===== src/rtl/i2c_master_cmd_queue_pkg.sv =====
// Shared encodings for the I2C master command queue: master FSM states,
// sequencer states and the layout of one queued command.
package i2c_master_cmd_queue_pkg;

    typedef enum logic [2:0] {
        M_IDLE    = 3'd0,
        M_START   = 3'd1,
        M_ACK1    = 3'd2,
        M_ADDRESS = 3'd3,
        M_STOP    = 3'd5,
        M_DATA    = 3'd6,
        M_ACK2    = 3'd7
    } master_state_e;

    typedef enum logic [1:0] {
        Q_IDLE,
        Q_ISSUE,
        Q_BUSY,
        Q_RESP
    } seq_state_e;

    typedef struct packed {
        logic       rw;
        logic [6:0] addr;
        logic [7:0] wdata;
    } cmd_t;

    localparam int CMD_W = $bits(cmd_t);

endpackage


===== src/rtl/i2c_master_cmd_queue_fifo.sv =====
// Small command FIFO; pointers carry one extra wrap bit so full and empty
// can be told apart when the index bits match.
module i2c_cmd_fifo #(
    parameter int DEPTH = 4,
    parameter int WIDTH = 16
) (
    input  logic             clk1,
    input  logic             rst,
    input  logic             push,
    input  logic [WIDTH-1:0] push_data,
    input  logic             pop,
    output logic [WIDTH-1:0] pop_data,
    output logic             full,
    output logic             empty
);

    localparam int AW = $clog2(DEPTH);

    logic [WIDTH-1:0] mem [DEPTH];
    logic [AW:0]      wr_ptr;
    logic [AW:0]      rd_ptr;

    assign empty    = (wr_ptr == rd_ptr);
    assign full     = (wr_ptr[AW] != rd_ptr[AW]) && (wr_ptr[AW-1:0] == rd_ptr[AW-1:0]);
    assign pop_data = mem[rd_ptr[AW-1:0]];

    always_ff @(posedge clk1 or negedge rst) begin
        if (!rst) begin
            wr_ptr <= '0;
            rd_ptr <= '0;
        end else begin
            if (push && !full) wr_ptr <= wr_ptr + (AW+1)'(1);
            if (pop && !empty) rd_ptr <= rd_ptr + (AW+1)'(1);
        end
    end

    // Storage is deliberately left out of reset; the pointers alone define validity.
    always_ff @(posedge clk1) begin
        if (push && !full) mem[wr_ptr[AW-1:0]] <= push_data;
    end

endmodule


===== src/rtl/i2c_master_cmd_queue.sv =====
// Host command front end for the I2C master: queues single-byte requests,
// issues them one at a time and returns one response per command.
module i2c_master_cmd_queue
    import i2c_master_cmd_queue_pkg::*;
#(
    parameter int DEPTH          = 4,
    parameter int TIMEOUT_CYCLES = 4096
) (
    input  logic       clk1,
    input  logic       rst,
    input  logic       cmd_valid,
    output logic       cmd_ready,
    input  logic       cmd_rw,
    input  logic [6:0] cmd_addr,
    input  logic [7:0] cmd_wdata,
    output logic       rsp_valid,
    input  logic       rsp_ready,
    output logic       rsp_rw,
    output logic [7:0] rsp_rdata,
    output logic       rsp_nack,
    output logic       rsp_timeout,
    output logic [6:0] slave_address,
    output logic [7:0] data_send_master,
    output logic       data_send_master_enable,
    output logic       read,
    input  logic [2:0] state,
    input  logic       ack,
    input  logic [7:0] data_receive_master,
    input  logic       data_receive_master_enable
);

    localparam int TW = (TIMEOUT_CYCLES > 2) ? $clog2(TIMEOUT_CYCLES) : 1;

    cmd_t       push_entry;
    cmd_t       head;
    logic       fifo_full;
    logic       fifo_empty;
    logic       fifo_pop;

    seq_state_e q_state, q_next;
    logic [TW-1:0] wd_cnt, wd_cnt_d;
    logic       wd_expired;
    logic       cur_rw, cur_rw_d;
    logic       addr_ack, addr_ack_d;
    logic       data_ack, data_ack_d;
    logic       stop_seen, stop_seen_d;
    logic [7:0] rdata, rdata_d;
    logic [6:0] slave_address_d;
    logic [7:0] data_send_master_d;
    logic       enable_d, read_d;
    logic       rsp_valid_d, rsp_rw_d, rsp_nack_d, rsp_timeout_d;
    logic [7:0] rsp_rdata_d;

    assign push_entry = {cmd_rw, cmd_addr, cmd_wdata};
    assign cmd_ready  = !fifo_full;
    assign wd_expired = (wd_cnt == TW'(TIMEOUT_CYCLES - 1));

    i2c_cmd_fifo #(
        .DEPTH (DEPTH),
        .WIDTH (CMD_W)
    ) u_fifo (
        .clk1      (clk1),
        .rst       (rst),
        .push      (cmd_valid && !fifo_full),
        .push_data (push_entry),
        .pop       (fifo_pop),
        .pop_data  (head),
        .full      (fifo_full),
        .empty     (fifo_empty)
    );

    always_ff @(posedge clk1 or negedge rst) begin
        if (!rst) begin
            q_state                 <= Q_IDLE;
            wd_cnt                  <= '0;
            cur_rw                  <= 1'b0;
            addr_ack                <= 1'b0;
            data_ack                <= 1'b0;
            stop_seen               <= 1'b0;
            rdata                   <= '0;
            slave_address           <= '0;
            data_send_master        <= '0;
            data_send_master_enable <= 1'b0;
            read                    <= 1'b0;
            rsp_valid               <= 1'b0;
            rsp_rw                  <= 1'b0;
            rsp_rdata               <= '0;
            rsp_nack                <= 1'b0;
            rsp_timeout             <= 1'b0;
        end else begin
            q_state                 <= q_next;
            wd_cnt                  <= wd_cnt_d;
            cur_rw                  <= cur_rw_d;
            addr_ack                <= addr_ack_d;
            data_ack                <= data_ack_d;
            stop_seen               <= stop_seen_d;
            rdata                   <= rdata_d;
            slave_address           <= slave_address_d;
            data_send_master        <= data_send_master_d;
            data_send_master_enable <= enable_d;
            read                    <= read_d;
            rsp_valid               <= rsp_valid_d;
            rsp_rw                  <= rsp_rw_d;
            rsp_rdata               <= rsp_rdata_d;
            rsp_nack                <= rsp_nack_d;
            rsp_timeout             <= rsp_timeout_d;
        end
    end

    always_comb begin
        q_next             = q_state;
        fifo_pop           = 1'b0;
        wd_cnt_d           = wd_cnt;
        cur_rw_d           = cur_rw;
        addr_ack_d         = addr_ack;
        data_ack_d         = data_ack;
        stop_seen_d        = stop_seen;
        rdata_d            = rdata;
        slave_address_d    = slave_address;
        data_send_master_d = data_send_master;
        enable_d           = data_send_master_enable;
        read_d             = read;
        rsp_valid_d        = rsp_valid;
        rsp_rw_d           = rsp_rw;
        rsp_rdata_d        = rsp_rdata;
        rsp_nack_d         = rsp_nack;
        rsp_timeout_d      = rsp_timeout;

        case (q_state)
            Q_IDLE: begin
                if (!fifo_empty && state == M_IDLE) begin
                    fifo_pop           = 1'b1;
                    cur_rw_d           = head.rw;
                    slave_address_d    = head.addr;
                    data_send_master_d = head.wdata;
                    read_d             = head.rw;
                    enable_d           = !head.rw;
                    addr_ack_d         = 1'b0;
                    data_ack_d         = 1'b0;
                    stop_seen_d        = 1'b0;
                    rdata_d            = '0;
                    wd_cnt_d           = '0;
                    q_next             = Q_ISSUE;
                end
            end
            Q_ISSUE: begin
                wd_cnt_d = wd_cnt + TW'(1);
                if (state != M_IDLE) begin
                    read_d   = 1'b0;
                    enable_d = 1'b0;
                    q_next   = Q_BUSY;
                end
            end
            Q_BUSY: begin
                wd_cnt_d = wd_cnt + TW'(1);
                if (state == M_ACK1 && ack) addr_ack_d = 1'b1;
                if (!cur_rw && state == M_ACK2 && ack) data_ack_d = 1'b1;
                if (cur_rw && data_receive_master_enable) rdata_d = data_receive_master;
                if (state == M_STOP) stop_seen_d = 1'b1;
                // Completion waits for the master to come all the way back to idle after stop.
                if (stop_seen && state == M_IDLE) begin
                    rsp_valid_d   = 1'b1;
                    rsp_rw_d      = cur_rw;
                    rsp_rdata_d   = cur_rw ? rdata : 8'h00;
                    rsp_nack_d    = !addr_ack || (!cur_rw && !data_ack);
                    rsp_timeout_d = 1'b0;
                    q_next        = Q_RESP;
                end
            end
            Q_RESP: begin
                if (rsp_ready) begin
                    rsp_valid_d   = 1'b0;
                    rsp_rw_d      = 1'b0;
                    rsp_rdata_d   = '0;
                    rsp_nack_d    = 1'b0;
                    rsp_timeout_d = 1'b0;
                    q_next        = Q_IDLE;
                end
            end
            default: q_next = Q_IDLE;
        endcase

        // Watchdog abort wins over anything the master is doing this cycle.
        if ((q_state == Q_ISSUE || q_state == Q_BUSY) && wd_expired) begin
            read_d        = 1'b0;
            enable_d      = 1'b0;
            rsp_valid_d   = 1'b1;
            rsp_rw_d      = cur_rw;
            rsp_rdata_d   = cur_rw ? rdata : 8'h00;
            rsp_nack_d    = 1'b1;
            rsp_timeout_d = 1'b1;
            q_next        = Q_RESP;
        end
    end

endmodule


===== config.mk =====
export PLATFORM = sky130hd
export DESIGN_NAME = i2c_master_cmd_queue
export DESIGN_NICKNAME = d
export VERILOG_FILES = /design/src/rtl/i2c_master_cmd_queue_pkg.sv /design/src/rtl/i2c_master_cmd_queue_fifo.sv /design/src/rtl/i2c_master_cmd_queue.sv
export SDC_FILE = /design/constraint.sdc
export NUM_CORES = 1
export LEC_CHECK = 0
export CAP_MARGIN = 30
export CORE_ASPECT_RATIO = 0.7
export CORE_MARGIN = 5
export CORE_UTILIZATION = 40
export CTS_BUF_LIST = sky130_fd_sc_hd__clkbuf_16
export CTS_CLUSTER_SIZE = 28
export DETAILED_ROUTE_END_ITERATION = 8
export PLACE_DENSITY = 0.68
export SLEW_MARGIN = 25
export SYNTH_ARGS = -nofsm -noshare
export SYNTH_HDL_FRONTEND = slang
export SYNTH_SLANG_ARGS = --single-unit

===== constraint.sdc =====
create_clock -name clk1 -period 4.4 [get_ports clk1]
set_input_delay 0.88 -clock clk1 [delete_from_list [all_inputs] [get_ports clk1]]
set_output_delay 0.88 -clock clk1 [all_outputs]
set_load 0.02 [all_outputs]

==> out/qor.csv, run 1 <==
metric,value,unit
first_pass_iters,4,
start_kind,flop,
final_nets,479,
core_area,0.01323,mm2
synth.area.top_cells,"edfxtp_1, dfrtp_1, mux4_2",
fill_cells,1118,
synth_nets,408,
seqPwrFrac,37.5,%
synth_cell_types,54,
r2r-end,rsp_rdata[7],
drv_cap,0,
seq_area_frac_synth,63.60,%
switching_share,34.67,%
totalWireLength,11480,um
drtIter0Drc,240,
rows,35,
p_sw,1.637,mW
hold_start,rsp_rw,
synth_top_cell_area_share,35.45,%
ys_async_sr_fraction,48.80,%
avgRoutedWirePerCell,18.14,um
gp_congestion,0.7771,
h-tree-depth,4,
fp.dieH,107.4,um
cts_tree,yes,
yosys.area.top_type,edfxtp_1,
cts_buffer_depth,2,
cts_resized,0,
combPwrFrac,34.0,%
drc_errors,0,
cp_cell_sequence,"xor2_1, or3_1, clkdlybuf4s50_1",
r2r_start,q_state[0],
grt_pass1_wl,18400,um
antenna_found_initial,0,
endpoint_kind,output port,
maxSlewViolCount,0,
min_to,rsp_rw,
clock_skew,0.01517,ns
dieArea,0.01602,mm2
drive_gt1_share,19.20,%
final_cells,633,
cp.arrival,2.22,ns
critPathBufInv,1,
cts_buffers,17,
synth_edf_count,64,
register_area,0.003448,mm2
period_needed,3.103,ns
tns,0,ns
ys.flop_type,edfxtp_1,
syn_inst,364,
status,completed,
grt_pass1_vias,3518,
area_delta_synth_final,25.96,%
p_leak,2.679,nW
clock_latency,0.41,ns
path_clk_slew,0.06,ns
finalSetupViolations,0,
rsz0062_at_grt,false,
power.density,691.6,mW/mm2
multi_input_area,0.001832,mm2
peakVddDrop,0.4077,mV
relSlewSlack,36.18,%
hpwlAfterDp,7646,um
grt_remaining_overflow,0,
worstHoldPathType,flop to flop,
clock_sinks,125,
port_buffers,62,
ys_ff_latch,125,
die_width,149.2,um
syn-mean-instance-area,14.89,um2
tightest_slew,0.9453,ns
initial_core_util,40.99,%
vias_per_cell,5.248,
cts_setup_buffers,0,
power_frac_clock,28.5,%
startpoint,u_fifo.wr_ptr[0],
critPathSlowestCell,clkdlybuf4s50_1,
globalRouteTotalUtil,15.01,%
worst_ep_required_time,3.52,ns
cts_root_buffer,clkbuf_16,
pin_count,63,
crit_fanout,6,
grt_max_degree,32,
rrSetupSlack,1.58,ns
reg2reg_depth,6,
hold_viol,0,
max_freq,322.3,MHz
antenna_left,0,
dp.cells,601,
yosysWarnings,0,
period_share,70.52,%
max_stage_delay,0.60,ns
internal_power,3.085,mW
antenna_cells,0,
path_class,flop to output port,
netlist_area,0.005421,mm2
min_path_cells,1,
cts_hold_buffers,0,
vias,3322,
worst-path-stages,3,
crit_family,buffers and inverters,
-- cell usage after synthesis, drive strengths merged (4+ instances only) --
cell,instances
a21o,4
a21oi,12
a22o,8
and2,5
and3,7
buf,8
clkbuf,9
dfrtp,61
edfxtp,64
ha,11
inv,18
mux2,17
mux2i,15
mux4,16
nand2,21
nand3,10
nor2,4
nor3,11
o21ai,5
xnor2,5
xor2,4
-- worst max-delay path by stage --
stage	end	slack, ns
floorplan	rsp_rdata[0]	2.11
global placement	data_send_master[3]	1.37
detailed placement	data_send_master[3]	1.28
CTS	cmd_ready	1.28
global route	cmd_ready	1.18
finish	cmd_ready	1.30
-- sequential cells by signal, indices dropped and copies added, names as in the netlist, 2 cells and up --
register	cells
u_fifo.rd_ptr	3
rdata	8
data_send_master	8
u_fifo.wr_ptr	3
q_state	2
u_fifo.mem	64
rsp_rdata	8
slave_address	7
wd_cnt	12
-- power groups by stage --
stage	logic [mW]	clock network [mW]	registers (mW)
floorplan	1.03	0	1.82
global placement	1.58	0	1.78
detailed placement	1.62	0	1.79
CTS	1.63	1.37	1.77
global route	1.77	1.43	1.81
finish	1.61	1.34	1.77
-- area by class of cell --
type	instances	share of cell area, %
Sequential cell	125	50.49
Timing Repair Buffer	69	9.894
Inverter	18	0.9894
Multi-Input combinational cell	204	26.82
Clock buffer	17	6.229
Tap cell	185	3.390
Clock inverter	15	2.180
-- metal layers --
| layer | up-vias | wire length (um) | GRT usage, % |
|---|---|---|---|
| met2 | 78 | 5410 | 23.20 |
| met4 | 0 | 146 | 5.356 |
| li1 | 1538 | - | - |
| met5 | - | 0 | 0 |
| met1 | 1695 | 5422 | 20.64 |
| met3 | 11 | 501 | 3.830 |
-- cells in the final DEF, fill, tap and decap left out, drive strengths merged, types with 12 or more instances in the layout --
master and n:
clkdlybuf4s50 61, mux2i 15, edfxtp 64, a21oi 12, inv 28, nand2 21, mux2 17, clkbuf 17
mux4 16, dfrtp 61
-- worst reg2reg max path: cells and delay by family, from the launching register on --
kind,cells,cell delay [ns]
AOI/OAI and AO/OA,2,0.58
adders and majority gates,1,0.85
buffers and inverters,1,0.10
DFF,1,0.41
and+or+nand+nor,2,0.81
-- kinds of logic after synthesis --
kind of cell | share of synthesized area (%)
buf+inv | 2.792
mux | 12.95
fa+ha+maj | 2.539
xor+xnor | 1.454
simple gates | 8.678
flops | 63.60
compound gates | 7.986
-- metrics by stage --
stage | util (%) | worst slack [ns] | power (mW) | area [um2] | hold slack, ns
final | 51.64 | 1.297 | 4.723 | 6829 | 0.4933
after global routing | 51.64 | 1.185 | 5.005 | 6829 | 0.5189
after CTS | 51.64 | 1.275 | 4.773 | 6829 | 0.4966
after detailed placement | 47.29 | 1.285 | 3.413 | 6255 | 0.4840
after global placement | 47.18 | 1.373 | 3.358 | 6240 | 0.4785
after floorplan | - | 2.107 | 2.855 | 5421 | 0.4568
Note: power is estimated with default switching activity, not from simulation.
==> inputs of run 2 (changes only) <==
--- a/config.mk
+++ b/config.mk
@@ -12,7 +12,7 @@
 export CTS_BUF_LIST = sky130_fd_sc_hd__clkbuf_16
 export CTS_CLUSTER_SIZE = 28
 export DETAILED_ROUTE_END_ITERATION = 8
-export PLACE_DENSITY = 0.68
+export PLACE_DENSITY = 0.71
 export SLEW_MARGIN = 25
 export SYNTH_ARGS = -nofsm -noshare
 export SYNTH_HDL_FRONTEND = slang
==> constraint.sdc (replaced) <==
create_clock -name clk1 -period 2.6 [get_ports clk1]
set_input_delay 0.52 -clock clk1 [delete_from_list [all_inputs] [get_ports clk1]]
set_output_delay 0.52 -clock clk1 [all_outputs]
set_load 0.02 [all_outputs]
==> out/qor.csv, run 2 (same netlist as run 1, synthesis figures left out) <==
metric,value,unit
status,completed,
final_nets,496,
worstHoldPathType,primary input to asynchronous set/reset pin,
combPwrFrac,35.0,%
seqPwrFrac,36.8,%
gp_congestion,0.8409,
antenna_found_initial,0,
core_area,0.01323,mm2
antenna_left,0,
final_cell_mix,"edfxtp_1, dfrtp_1, clkdlybuf4s50_1",
internal_power,5.342,mW
rsz0062_at_grt,false,
first_pass_iters,4,
drtIter0Drc,194,
design_area,0.006985,mm2
vias,3418,
path_clk_slew,0.06,ns
tightest_slew,0.8867,ns
period_needed,2.505,ns
period_share,96.36,%
p_leak,2.762,nW
critPathBufInv,1,
cts_buffer_depth,2,
cp_cell_sequence,"xor2_2, or3_1, clkdlybuf4s50_1",
hpwlAfterDp,7392,um
avgRoutedWirePerCell,17.40,um
antenna_cells,0,
area_delta_synth_final,28.85,%
p_sw,2.789,mW
start_kind,flop,
clock_sinks,125,
finalSetupViolations,0,
vias_per_cell,5.258,
drv_cap,0,
final_core_util,52.82,%
rows,35,
cts_root_buffer,clkbuf_16,
pin_count,63,
cp.arrival,1.99,ns
port_buffers,62,
largest_reg_flops,64,
grt_max_degree,62,
endpoint_kind,output port,
grt_pass1_vias,3512,
relSlewSlack,40.14,%
max_freq,399.2,MHz
clock_skew,0.009290,ns
hold_ws,0.2836,ns
clock_latency,0.41,ns
die_width,149.2,um
drc_errors,0,
grt_pass1_wl,18210,um
totalWireLength,11310,um
drive_gt1_share,22.58,%
dieArea,0.01602,mm2
final_common_cell,edfxtp_1,
h-tree-depth,4,
fp.dieH,107.4,um
crit_fanout,4,
switching_share,34.30,%
path_class,flop to output port,
peakVddDrop,0.5826,mV
maxSlewViolCount,0,
worst_ep_required_time,2.08,ns
cts_hold_buffers,0,
placed_cell_area,0.006392,mm2
critPathSlowestCell,clkdlybuf4s50_1,
initial_core_util,40.99,%
power.density,1164,mW/mm2
tns,0,ns
max_stage_delay,0.55,ns
crit_family,buffers and inverters,
hold_viol,0,
globalRouteTotalUtil,14.80,%
grt_remaining_overflow,0,
cts_tree,yes,
cts_buffers,17,
power_frac_clock,28.2,%
==> run 2: path summary, 6_finish.rpt <==
| kind | startpoint | endpoint | slack, ns | depth (start not counted) |
|---|---|---|---|---|
| max | u_fifo.wr_ptr[0] | cmd_ready | 0.09 | 3 |
| min | rst | wd_cnt[4] | 0.28 | 2 |
| max reg2reg | wd_cnt[0] | rsp_rdata[1] | 0.49 | 5 |
| min reg2reg | rsp_rw | rsp_rw | 0.49 | 1 |
| max in group asynchronous | rst | slave_address[6] | 1.77 | 2 |
| min in group clk1 | rsp_rw | rsp_rw | 0.49 | 1 |
==> run 2: final cells by class <==
class,count,area (um2)
Inverter,18,67.56
Clock buffer,17,425.4
Fill cell,1119,6240
Multi-Input combinational cell,204,1847
Clock inverter,15,147.6
Tap cell,185,231.5
Sequential cell,125,3448
Timing Repair Buffer,86,818.3
==> run 2: worst register-to-register path, stage by stage (launching register included) <==
cell and delay (ns):
dfrtp_1 0.46, ha_1 0.26, nand3_1 0.12, or4_1 0.69
a21boi_4 0.32, a22o_2 0.19
==> run 2: per-stage QoR <==
| stage | instances | power [mW] | setup slack, ns |
|---|---|---|---|
| 2_1_floorplan | 364 | 4.831 | 0.5674 |
| 3_3_place_gp | 617 | 5.773 | 0.1533 |
| 3_5_place_dp | 617 | 5.867 | 0.1134 |
| 4_1_cts | 649 | 8.185 | 0.03636 |
| 5_1_grt | 650 | 8.604 | 0.02130 |
| 6_report | 650 | 8.131 | 0.09476 |
==> run 2: what timing repair did <==
item,CTS,global route
buffers inserted,0,0
endpoints found under the setup margin,0,1
gates resized for setup,0,2
==> run 2: power groups by stage <==
| stage | registers (mW) | clock network, mW | logic (mW) |
|---|---|---|---|
| 6_report | 2.99 | 2.29 | 2.85 |
| 5_1_grt | 3.06 | 2.43 | 3.12 |
| 4_1_cts | 2.98 | 2.33 | 2.87 |
| 3_5_place_dp | 3.01 | 0 | 2.85 |
| 3_3_place_gp | 2.99 | 0 | 2.78 |
| 2_1_floorplan | 3.08 | 0 | 1.75 |
==> run 2: per-layer routing <==
layer | share of wire [%] | vias up | routed length [um] | global-route usage [%]
li1 | - | 1578 | - | -
met5 | 0 | - | 0 | 0
met4 | 0.99 | 0 | 112 | 5.095
met1 | 48 | 1710 | 5437 | 21.04
met2 | 44 | 118 | 4976 | 21.46
met3 | 6.9 | 12 | 781 | 4.714
